===== config.mk =====
export PLATFORM = sky130hd
export DESIGN_NAME = popcount_accum_int8
export DESIGN_NICKNAME = d
export VERILOG_FILES = /design/src/rtl/popcount_accum_int8.sv
export SDC_FILE = /design/constraint.sdc
export NUM_CORES = 1
export LEC_CHECK = 0
export BUFFER_PORTS_ARGS = -buffer_cell sky130_fd_sc_hd__buf_2
export CAP_MARGIN = 40
export CORE_ASPECT_RATIO = 0.5
export CORE_UTILIZATION = 57
export DETAILED_ROUTE_END_ITERATION = 8
export HOLD_SLACK_MARGIN = 0.12
export PLACE_DENSITY = 0.78
export SYNTH_ARGS = -nofsm -noshare
export SYNTH_HDL_FRONTEND = slang
export SYNTH_SLANG_ARGS = --single-unit

===== constraint.sdc =====
create_clock -name clk -period 3.15 [get_ports clk]
set_clock_uncertainty 0.2 [all_clocks]
set_input_delay 0.315 -clock clk [delete_from_list [all_inputs] [get_ports clk]]
set_output_delay 0.315 -clock clk [all_outputs]
set_load 0.01 [all_outputs]

===== src/rtl/popcount_accum_int8.sv =====
// Frame accumulator for per-byte popcount results: sums words and counts beats until in_last.
// Optional build macro POPCOUNT_ACCUM_SAT_EN makes the sum saturate instead of wrapping.
module popcount_accum_int8 #(
   parameter int IN_WIDTH  = 8,
   parameter int ACC_WIDTH = 16
) (
   input  logic                 clk,
   input  logic                 rst_n,
   input  logic                 in_valid,
   output logic                 in_ready,
   input  logic [IN_WIDTH-1:0]  in_data,
   input  logic                 in_last,
   output logic                 out_valid,
   input  logic                 out_ready,
   output logic [ACC_WIDTH-1:0] out_sum,
   output logic [ACC_WIDTH-1:0] out_count,
   output logic                 out_ovf
);

   // One spare bit above the wider operand so every carry out of ACC_WIDTH is visible.
   localparam int SUM_W = ((IN_WIDTH > ACC_WIDTH) ? IN_WIDTH : ACC_WIDTH) + 1;

   typedef enum logic {
      ST_ACCUM,
      ST_HOLD
   } state_t;

   state_t               r_state;
   state_t               w_state_nxt;
   logic [ACC_WIDTH-1:0] r_acc;
   logic [ACC_WIDTH-1:0] r_cnt;
   logic                 r_ovf;
   logic [SUM_W-1:0]     w_sum;
   logic                 w_carry;
   logic [ACC_WIDTH-1:0] w_acc_nxt;
   logic [ACC_WIDTH-1:0] w_cnt_nxt;
   logic                 w_ovf_nxt;
   logic                 w_accept;

   assign w_sum   = SUM_W'(r_acc) + SUM_W'(in_data);
   assign w_carry = |w_sum[SUM_W-1:ACC_WIDTH];

`ifdef POPCOUNT_ACCUM_SAT_EN
   assign w_acc_nxt = w_carry ? '1 : w_sum[ACC_WIDTH-1:0];
`else
   assign w_acc_nxt = w_sum[ACC_WIDTH-1:0];
`endif

   assign w_cnt_nxt = r_cnt + ACC_WIDTH'(1);
   assign w_ovf_nxt = r_ovf | w_carry;
   assign w_accept  = in_valid & in_ready;

   // NOTE: every always_comb output gets a default first, so no path can infer a latch.
   always_comb begin
      w_state_nxt = r_state;
      in_ready    = 1'b0;
      out_valid   = 1'b0;
      case (r_state)
         ST_ACCUM: begin
            // Held low while reset is asserted; otherwise purely a function of state.
            in_ready = rst_n;
            if (w_accept && in_last) w_state_nxt = ST_HOLD;
         end
         ST_HOLD: begin
            out_valid = 1'b1;
            if (out_ready) w_state_nxt = ST_ACCUM;
         end
         default: w_state_nxt = ST_ACCUM;
      endcase
   end

   // NOTE: sequential state uses non-blocking assignments so all flops update from pre-edge values.
   always_ff @(posedge clk or negedge rst_n) begin
      if (!rst_n) begin
         r_state   <= ST_ACCUM;
         r_acc     <= '0;
         r_cnt     <= '0;
         r_ovf     <= 1'b0;
         out_sum   <= '0;
         out_count <= '0;
         out_ovf   <= 1'b0;
      end else begin
         r_state <= w_state_nxt;
         if (w_accept) begin
            if (in_last) begin
               out_sum   <= w_acc_nxt;
               out_count <= w_cnt_nxt;
               out_ovf   <= w_ovf_nxt;
               r_acc     <= '0;
               r_cnt     <= '0;
               r_ovf     <= 1'b0;
            end else begin
               r_acc <= w_acc_nxt;
               r_cnt <= w_cnt_nxt;
               r_ovf <= w_ovf_nxt;
            end
         end
      end
   end

endmodule


== Word-level counts from Yosys, hierarchy flattened ==
Cells that the tools add are included.
Word-level totals
  register bits: 67
  input bits: 13
  output and inout bits: 35
  logic and storage cells: 22
Cells by class
  $add $sub $neg: 2
  multiplexer cells: 8
  bitwise logic cells: 3
  reductions and logical operators: 2
Operators by type and width (count)
  $mux 16: 2
  $add 16x8->17: 1
  $add 16x1->16 const B: 1
  $mux 1: 5
  $pmux 1 s2: 1
  $reduce_and 2->1: 1
  $and 1x1->1: 1
  $logic_and 1x1->1: 1
  $not 1->1: 1
  $or 1x1->1: 1

== Longest topological paths before layout ==
Gate-level depths: netlist (run 1).
  depth in word-level cells: 5
  mapped depth: 7
  gate-level depth less buffers: 7

== Least setup slack after synthesis (run 1) ==
Ideal clock, no wire load.
  kind: register to register
  start: register r_acc[0]
  end: register out_sum[12]
  setup time: 124 ps
  arrival time: 2039 ps
  data required time: 2826 ps
  slack: 787 ps
  cell stages (with the launch flop): 8
  path buffers: 0
  clock period less this slack: 2363 ps
  cell sequence: dfrtp_1 -> ha_1 -> fa_1 -> a211oi_1 -> nor3_4 -> o211ai_4 -> nor4_1 -> a211o_1
Between the ends
  longest elaborated chain between the ends: 1
Ends and longest elaborated chain
  start, declared: RTL line 30  | logic [ACC_WIDTH-1:0] r_acc;
  start signal, assigned: RTL line 93  | r_acc <= w_acc_nxt;
  $add 16x8->17: RTL line 40  | assign w_sum = SUM_W'(r_acc) + SUM_W'(in_data);
  end signal, assigned: RTL line 86  | out_sum <= w_acc_nxt;
  end, declared: RTL line 15  | output logic [ACC_WIDTH-1:0] out_sum,
No other way between the ends.
A chain may end at the register's enable or synchronous reset.

== Final worst setup path (run 1) ==
Same ends and word-level chain as after synthesis.

==> results of run 1 <==
-- synth_stat cells (2+ instances only) --
master / instances
a211oi_1: 2
a21o_1: 6
a21oi_1: 16
a31oi_1: 11
and2_1: 2
and4_1: 2
buf_6: 3
clkbuf_1: 14
dfrtp_1: 67
ha_1: 9
inv_1: 8
nand2_1: 73
nand3_1: 14
nand4_1: 3
nor2_1: 21
nor2b_1: 2
nor3_1: 4
nor4_1: 2
o211ai_1: 2
o21ai_0: 57
o21ai_1: 5
o21ai_2: 2
o31ai_1: 13
or3_1: 3
or4_1: 2
xnor2_1: 9
xor2_1: 13
-- cells by family after synthesis --
group                    share of synthesized area, %
AND/OR/NAND/NOR                                  17.7
AO/OA/AOI/OAI                                    21.8
XOR/XNOR                                         5.45
flip-flops                                       47.4
multiplexers                                    0.283
adder cells (fa/ha/maj)                          3.75
buffers and inverters                            3.65
-- timing repair --
action / CTS / global route
buffers inserted: 0 / 0
hold endpoints to repair: 41 / 0
hold buffers: 2 / 0
-- registers in the layout, indices dropped and copies added (netlist names) --
register   flops
r_cnt         16
r_state        1
out_count     16
r_acc         16
out_ovf        1
r_ovf          1
out_sum       16
-- layout make-up --
| class | count | share of cell area [%] |
|---|---|---|
| tap | 84 | 2.52 |
| inverter | 8 | 0.719 |
| clock inverter | 6 | 2.13 |
| clock buffer | 10 | 5.72 |
| multi-input combinational | 294 | 41.4 |
| sequential | 67 | 40.1 |
| timing repair buffer | 56 | 7.37 |
-- power groups by stage --
stage / Clock [uW] / Combinational (uW) / Sequential [uW]
after global placement: 0 / 652 / 1100
after global routing: 1120 / 775 / 1110
after detailed placement: 0 / 672 / 1100
after CTS: 1100 / 681 / 1090
final: 1090 / 680 / 1090
after floorplan: 0 / 427 / 1130
-- through the flow --
stage          instance area (sq um)  utilization (%)
2_1_floorplan                   3530                -
3_3_place_gp                    3830             66.8
3_5_place_dp                    3830             66.8
4_1_cts                         4180             72.9
5_1_grt                         4180             72.9
6_report                        4180             72.9
-- routing by layer --
metal / share of wire, % / vias up / track usage, %
met2: 46 / 90 / 42.7
met5: 0 / - / 0
met3: 6.5 / 8 / 8.89
li1: - / 1480 / -
met1: 46 / 1435 / 36.3
met4: 1.1 / 0 / 9.96
-- how the worst min path moves through the flow --
stage | from | end | slack [ns] | cells after the start
floorplan | rst_n | out_count[0]$_DFFE_PN0P_ | -0.18 | 0
global placement | rst_n | out_count[1]$_DFFE_PN0P_ | -0.07 | 1
detailed placement | rst_n | out_count[1]$_DFFE_PN0P_ | -0.06 | 1
CTS | rst_n | r_state$_DFF_PN0_ | 0.14 | 2
global route | rst_n | r_state$_DFF_PN0_ | 0.16 | 2
finish | rst_n | r_state$_DFF_PN0_ | 0.14 | 2
==> reports/qor.yml, run 1 <==
status:
  status: "completed"
placed_design:
  gp_congestion: 0.928
  dpl.cell_count: 507
  post-place-ws_ns: 0.542
  portBuffers: 47
  hpwl_um: 5400
detailed_routing:
  drcViolationCount: 0
  drtIter0Drc: 167
  ant_nets: 0
  dr.pass1.iters: 4
  wl_per_cell_um: 14.9
  vias: 3013
  wirelength_um: 7840
  via_per_inst: 5.74
timing:
  finalHoldViolCount: 0
  max_freq_mhz: 391
  setup_viol: 0
  period_needed_ns: 2.55
  setup_tns_ns: 0
  finalMaxSlewViolations: 0
  hold_ws_ns: 0.139
  grt_setup_unrepaired: "false"
  maxSlewHeadroom_pct: 45.7
  setup_ws_ns: 0.595
  timing_worst_slew_pin_value_ns: 0.814
  finalCritPeriodShare_pct: 81.1
grt:
  grt_pass1_wl_um: 13500
  antenna_found_initial: 0
  grt_pass1_vias: 2916
  grt-ovfl-total: 0
  track_usage_pct: 27.3
  grt_start_max_net_pins: 66
synthesis:
  synthCells: 388
  synth_top_area_share_pct: 47.4
  async_reset_ff_share_pct: 100
  syn_area_sq_mm: 0.00353
  yosysWarnings: 0
  synth_cell_type_count: 50
  ys_top_cells_by_area: "dfrtp_1 47%, o21ai_0 8.1%, nand2_1 7.8%"
  yosysSeqAreaShare_pct: 47.4
  ys.flop_type: "dfrtp_1"
  synth.avg_cell_area_sq_um: 9.11
  synth_nets: 411
  synth_edf_count: 0
  ys_ff_latch: 67
  synth_top_area_cell: "dfrtp_1"
pwr:
  irDropWorstVdd_mv: 0.539
  netSwitchingFraction_pct: 30.9
  power_density_mw_per_mm2: 686
  seqPwrFrac_pct: 38.2
  power_uw: 2870
  p_clk_share_pct: 38.1
  switching_power_uw: 886
  p_leak_uw: 0.00189
  combPwrFrac_pct: 23.7
  intPower_uw: 1980
finish:
  insertedDiodeCount: 0
  layoutNonFillerInstCount: 525
  fin_nets: 459
  multi_input_area_sq_mm: 0.00173
  drive_gt1_share_pct: 18.4
  syn2layout_area_growth_pct: 18.2
  final-seq-area_sq_mm: 0.00168
  layout_commonest_cell: "nand2_1"
  fillCellCount: 439
  final_cell_mix: "73 x nand2_1, 67 x dfrtp_1, 57 x o21ai_0"
worst_setup_path:
  reg2regPathDepth: 7
  slowest_stage: "a211oi_1"
  path_depth: 7
  arrival_ns: 2.58
  rr_startpoint: "r_acc[0]$_DFFE_PN0P_"
  critPathCaptureType: "flop"
  r2r-end: "out_sum[12]$_DFFE_PN0P_"
  path_cells: "ha_1 -> fa_1 -> a211oi_1 -> nor3_4 -> o211ai_4 -> nor4_1 -> a211o_1"
  critical_path_class: "reg2reg"
  critPathCapture: "out_sum[12]$_DFFE_PN0P_"
  slowest_delay_ns: 0.48
  crit_path_start: "r_acc[0]$_DFFE_PN0P_"
  critPathBufInv: 0
  crit_family: "compound AO/OA/AOI/OAI gates"
  r2r_slack_ns: 0.60
  required_ns: 3.18
  critPathLaunchType: "flop"
  critPathMaxFanout: 8
cts:
  clk_pin_slew_ns: 0.06
  cts_root_buffer: "clkbuf_16"
  numCtsBuffers: 9
  clock_latency_ns: 0.34
  clockBufferDepth: 2
  cts-resized-gates: 0
  clock_sinks: 67
  cts_tree: "built"
  h-tree-depth: 3
job:
  max-cap-violations: 0
die:
  die_h_um: 57.7
  coreArea_sq_mm: 0.00573
  initial_utilization_pct: 61.7
  boundaryPins: 48
  die_area_sq_mm: 0.00654
  rows: 19
  die_x_um: 113
min_path:
  hold_path_class: "in2async"
No activity file was read; power rests on OpenSTA's default activity.
==> run 2: changes to the inputs <==
--- a/config.mk
+++ b/config.mk
@@ -8,10 +8,10 @@
 export BUFFER_PORTS_ARGS = -buffer_cell sky130_fd_sc_hd__buf_2
 export CAP_MARGIN = 40
 export CORE_ASPECT_RATIO = 0.5
-export CORE_UTILIZATION = 57
+export CORE_UTILIZATION = 52
 export DETAILED_ROUTE_END_ITERATION = 8
 export HOLD_SLACK_MARGIN = 0.12
-export PLACE_DENSITY = 0.78
+export PLACE_DENSITY = 0.75
 export SYNTH_ARGS = -nofsm -noshare
 export SYNTH_HDL_FRONTEND = slang
 export SYNTH_SLANG_ARGS = --single-unit
==> constraint.sdc (replaced) <==
create_clock -name clk -period 2.2 [get_ports clk]
set_clock_uncertainty 0.2 [all_clocks]
set_input_delay 0.22 -clock clk [delete_from_list [all_inputs] [get_ports clk]]
set_output_delay 0.22 -clock clk [all_outputs]
set_load 0.01 [all_outputs]
==> run 2 against run 1 <==
The run now ends with negative setup slack left. Sequential share of layout area is 2.9 points lower. Clock-buffer cell count rose by 3. Sequential cell count is the same.
==> reports/qor.yml, run 2 (synthesis gave the netlist of run 1 again) <==
detailed_routing:
  drtIter0Drc: 316  # was 167
  vias: 3229  # was 3013
  wl_per_cell_um: 16.1  # was 14.9 um
  drcViolationCount: 0  # unchanged
  via_per_inst: 5.85  # was 5.74
  wirelength_um: 8910  # was 7840 um
  dr.pass1.iters: 5  # was 4
  ant_nets: 0  # unchanged
status:
  violations: "negative setup slack"
  status: "complete, but fails checks"  # was completed
finish:
  fin_nets: 483  # was 459
  insertedDiodeCount: 0  # unchanged
  layoutNonFillerInstCount: 552  # was 525
  layout_commonest_cell: "nand2_1"  # unchanged
  final_cell_mix: "72 x nand2_1, 67 x dfrtp_1, 49 x o21ai_0"  # was 73 x nand2_1, 67 x dfrtp_1, 57 x o21ai_0
  final-seq-area_sq_mm: 0.00168  # unchanged
  fillCellCount: 464  # was 439
  final_area_sq_mm: 0.00450  # was 0.00418 sq mm
  drive_gt1_share_pct: 25.9  # was 18.4%
  syn2layout_area_growth_pct: 27.3  # was 18.2%
  fin_util_pct: 71.3  # was 72.9%
  multi_input_area_sq_mm: 0.00189  # was 0.00173 sq mm
worst_setup_path:
  critical_path_class: "reg2reg"  # unchanged
  slowest_stage: "or3_2"  # was a211oi_1
  required_ns: 2.20  # was 3.18 ns
  arrival_ns: 2.26  # was 2.58 ns
  crit_path_frequent_cell: "a21oi_1"
  critPathMaxFanout: 3  # was 8
  slowest_delay_ns: 0.46  # was 0.48 ns
  critPathLaunchType: "flop"  # unchanged
  path_cells: "ha_1 -> a21oi_1 -> or2_1 -> a21oi_1 -> or3_2 -> a32o_1"  # was ha_1 -> fa_1 -> a211oi_1 -> nor3_4 -> o211ai_4 -> nor4_1 -> a211o_1
  critPathBufInv: 0  # unchanged
  crit_family: "simple AND/OR/NAND/NOR gates"  # was compound AO/OA/AOI/OAI gates
  critPathCaptureType: "flop"  # unchanged
placed_design:
  portBuffers: 47  # unchanged
  gp_congestion: 0.928  # about the same
  hpwl_um: 5890  # was 5400 um
  placed_cell_area_sq_mm: 0.00400  # was 0.00383 sq mm
  dpl.cell_count: 532  # was 507
cts:
  h-tree-depth: 3  # unchanged
  cts_root_buffer: "clkbuf_16"  # unchanged
  clockBufferDepth: 2  # unchanged
  clk_pin_slew_ns: 0.05  # was 0.06 ns
  clock_latency_ns: 0.32  # was 0.34 ns
  cts_tree: "built"  # unchanged
  numCtsBuffers: 9  # unchanged
  clock_sinks: 67  # unchanged
grt:
  grt_pass1_vias: 2993  # was 2916
  grt_pass1_wl_um: 14300  # was 13500 um
  grt-ovfl-total: 0  # unchanged
  antenna_found_initial: 0  # unchanged
  grt_start_max_net_pins: 65  # was 66
  track_usage_pct: 26.1  # was 27.3%
min_path:
  hold_path_class: "in2reg"  # was in2async
die:
  die_x_um: 119  # was 113 um
  rows: 20  # was 19
  initial_utilization_pct: 56.1  # was 61.7%
  die_area_sq_mm: 0.00715  # was 0.00654 sq mm
  coreArea_sq_mm: 0.00631  # was 0.00573 sq mm
  boundaryPins: 48  # unchanged
  die_h_um: 60.3  # was 57.7 um
timing:
  setup_tns_ns: -0.116  # was 0 ns
  maxSlewHeadroom_pct: 46.4  # was 45.7%
  period_needed_ns: 2.25  # was 2.55 ns
  max_freq_mhz: 444  # was 391 MHz
  setup_ws_ns: -0.0533  # was 0.595 ns
  setup_viol: 5  # was 0
  grt_setup_unrepaired: "true"  # was false
  finalMaxSlewViolations: 0  # unchanged
  finalCritPeriodShare_pct: 102  # was 81.1%
  finalHoldViolCount: 0  # unchanged
  timing_worst_slew_pin_value_ns: 0.804  # was 0.814 ns
pwr:
  power_density_mw_per_mm2: 949  # was 686 mW/mm^2
  p_leak_uw: 0.00199  # was 0.00189 uW
  irDropWorstVdd_mv: 0.579  # was 0.539 mV
job:
  max-cap-violations: 0  # unchanged
==> run 2: final timing paths <==
path                            depth (start not counted)  slack (ns)                       to              startpoint
worst max-delay path                                    6       -0.05     r_acc[7]$_DFFE_PN0P_    r_acc[1]$_DFFE_PN0P_
min in group asynchronous                               3        0.53  out_sum[14]$_DFFE_PN0P_                   rst_n
worst max register to register                          6       -0.05     r_acc[7]$_DFFE_PN0P_    r_acc[1]$_DFFE_PN0P_
worst min-delay path                                    4        0.17   out_sum[1]$_DFFE_PN0P_              in_data[1]
max in group asynchronous                               3        0.76     r_acc[6]$_DFFE_PN0P_                   rst_n
worst min register to register                          2        0.27   out_sum[1]$_DFFE_PN0P_  out_sum[1]$_DFFE_PN0P_
==> run 2: layout make-up <==
| class | instances | area share (%) |
|---|---|---|
| multi-input combinational | 294 | 42.1 |
| timing repair buffer | 80 | 11.0 |
| clock buffer | 13 | 5.78 |
| sequential | 67 | 37.3 |
| clock inverter | 2 | 0.779 |
| tap | 88 | 2.45 |
| inverter | 8 | 0.667 |
==> run 2: repair_timing <==
action | in CTS | in global routing
cloned | 0 | 0
hold endpoints to repair | 69 | 0
endpoints found under the setup margin | 12 | 21
setup buffers | 1 | 0
gates resized for setup | 12 | 20
pin swaps | 5 | 5
hold buffers | 4 | 0
==> run 2: stage by stage <==
step	setup WS (ns)	hold WS, ns	power, uW
global placement	-0.0258	-0.153	2630
global route	-0.135	0.178	4480
detailed placement	-0.135	-0.151	2680
CTS	-0.0186	0.148	4180
finish	-0.0533	0.171	4270
floorplan	0.0187	-0.276	2240
==> run 2: layer usage <==
metal  track usage (%)  up-vias  wire length, um  part of all wire [%]
met3              7.73       18              532                   6.0
met4              10.7        0              144                   1.6
met5                 0        -                0                     0
met2              43.3      116             4240                    48
li1                  -     1520                -                     -
met1              32.9     1575             3990                    45
==> run 2: power by group <==
group / switching, uW / internal [uW] / total (uW)
combinational: 698 / 577 / 1280
sequential: 159 / 1430 / 1590
clock: 475 / 930 / 1400
==> run 2: worst register-to-register path: cells and delay by family, from the launching register on <==
| family | cells | cell delay (ns) |
|---|---|---|
| AO/OA/AOI/OAI | 3 | 0.59 |
| adder cells (fa/ha/maj) | 1 | 0.29 |
| flip-flops | 1 | 0.42 |
| AND/OR/NAND/NOR | 2 | 0.63 |
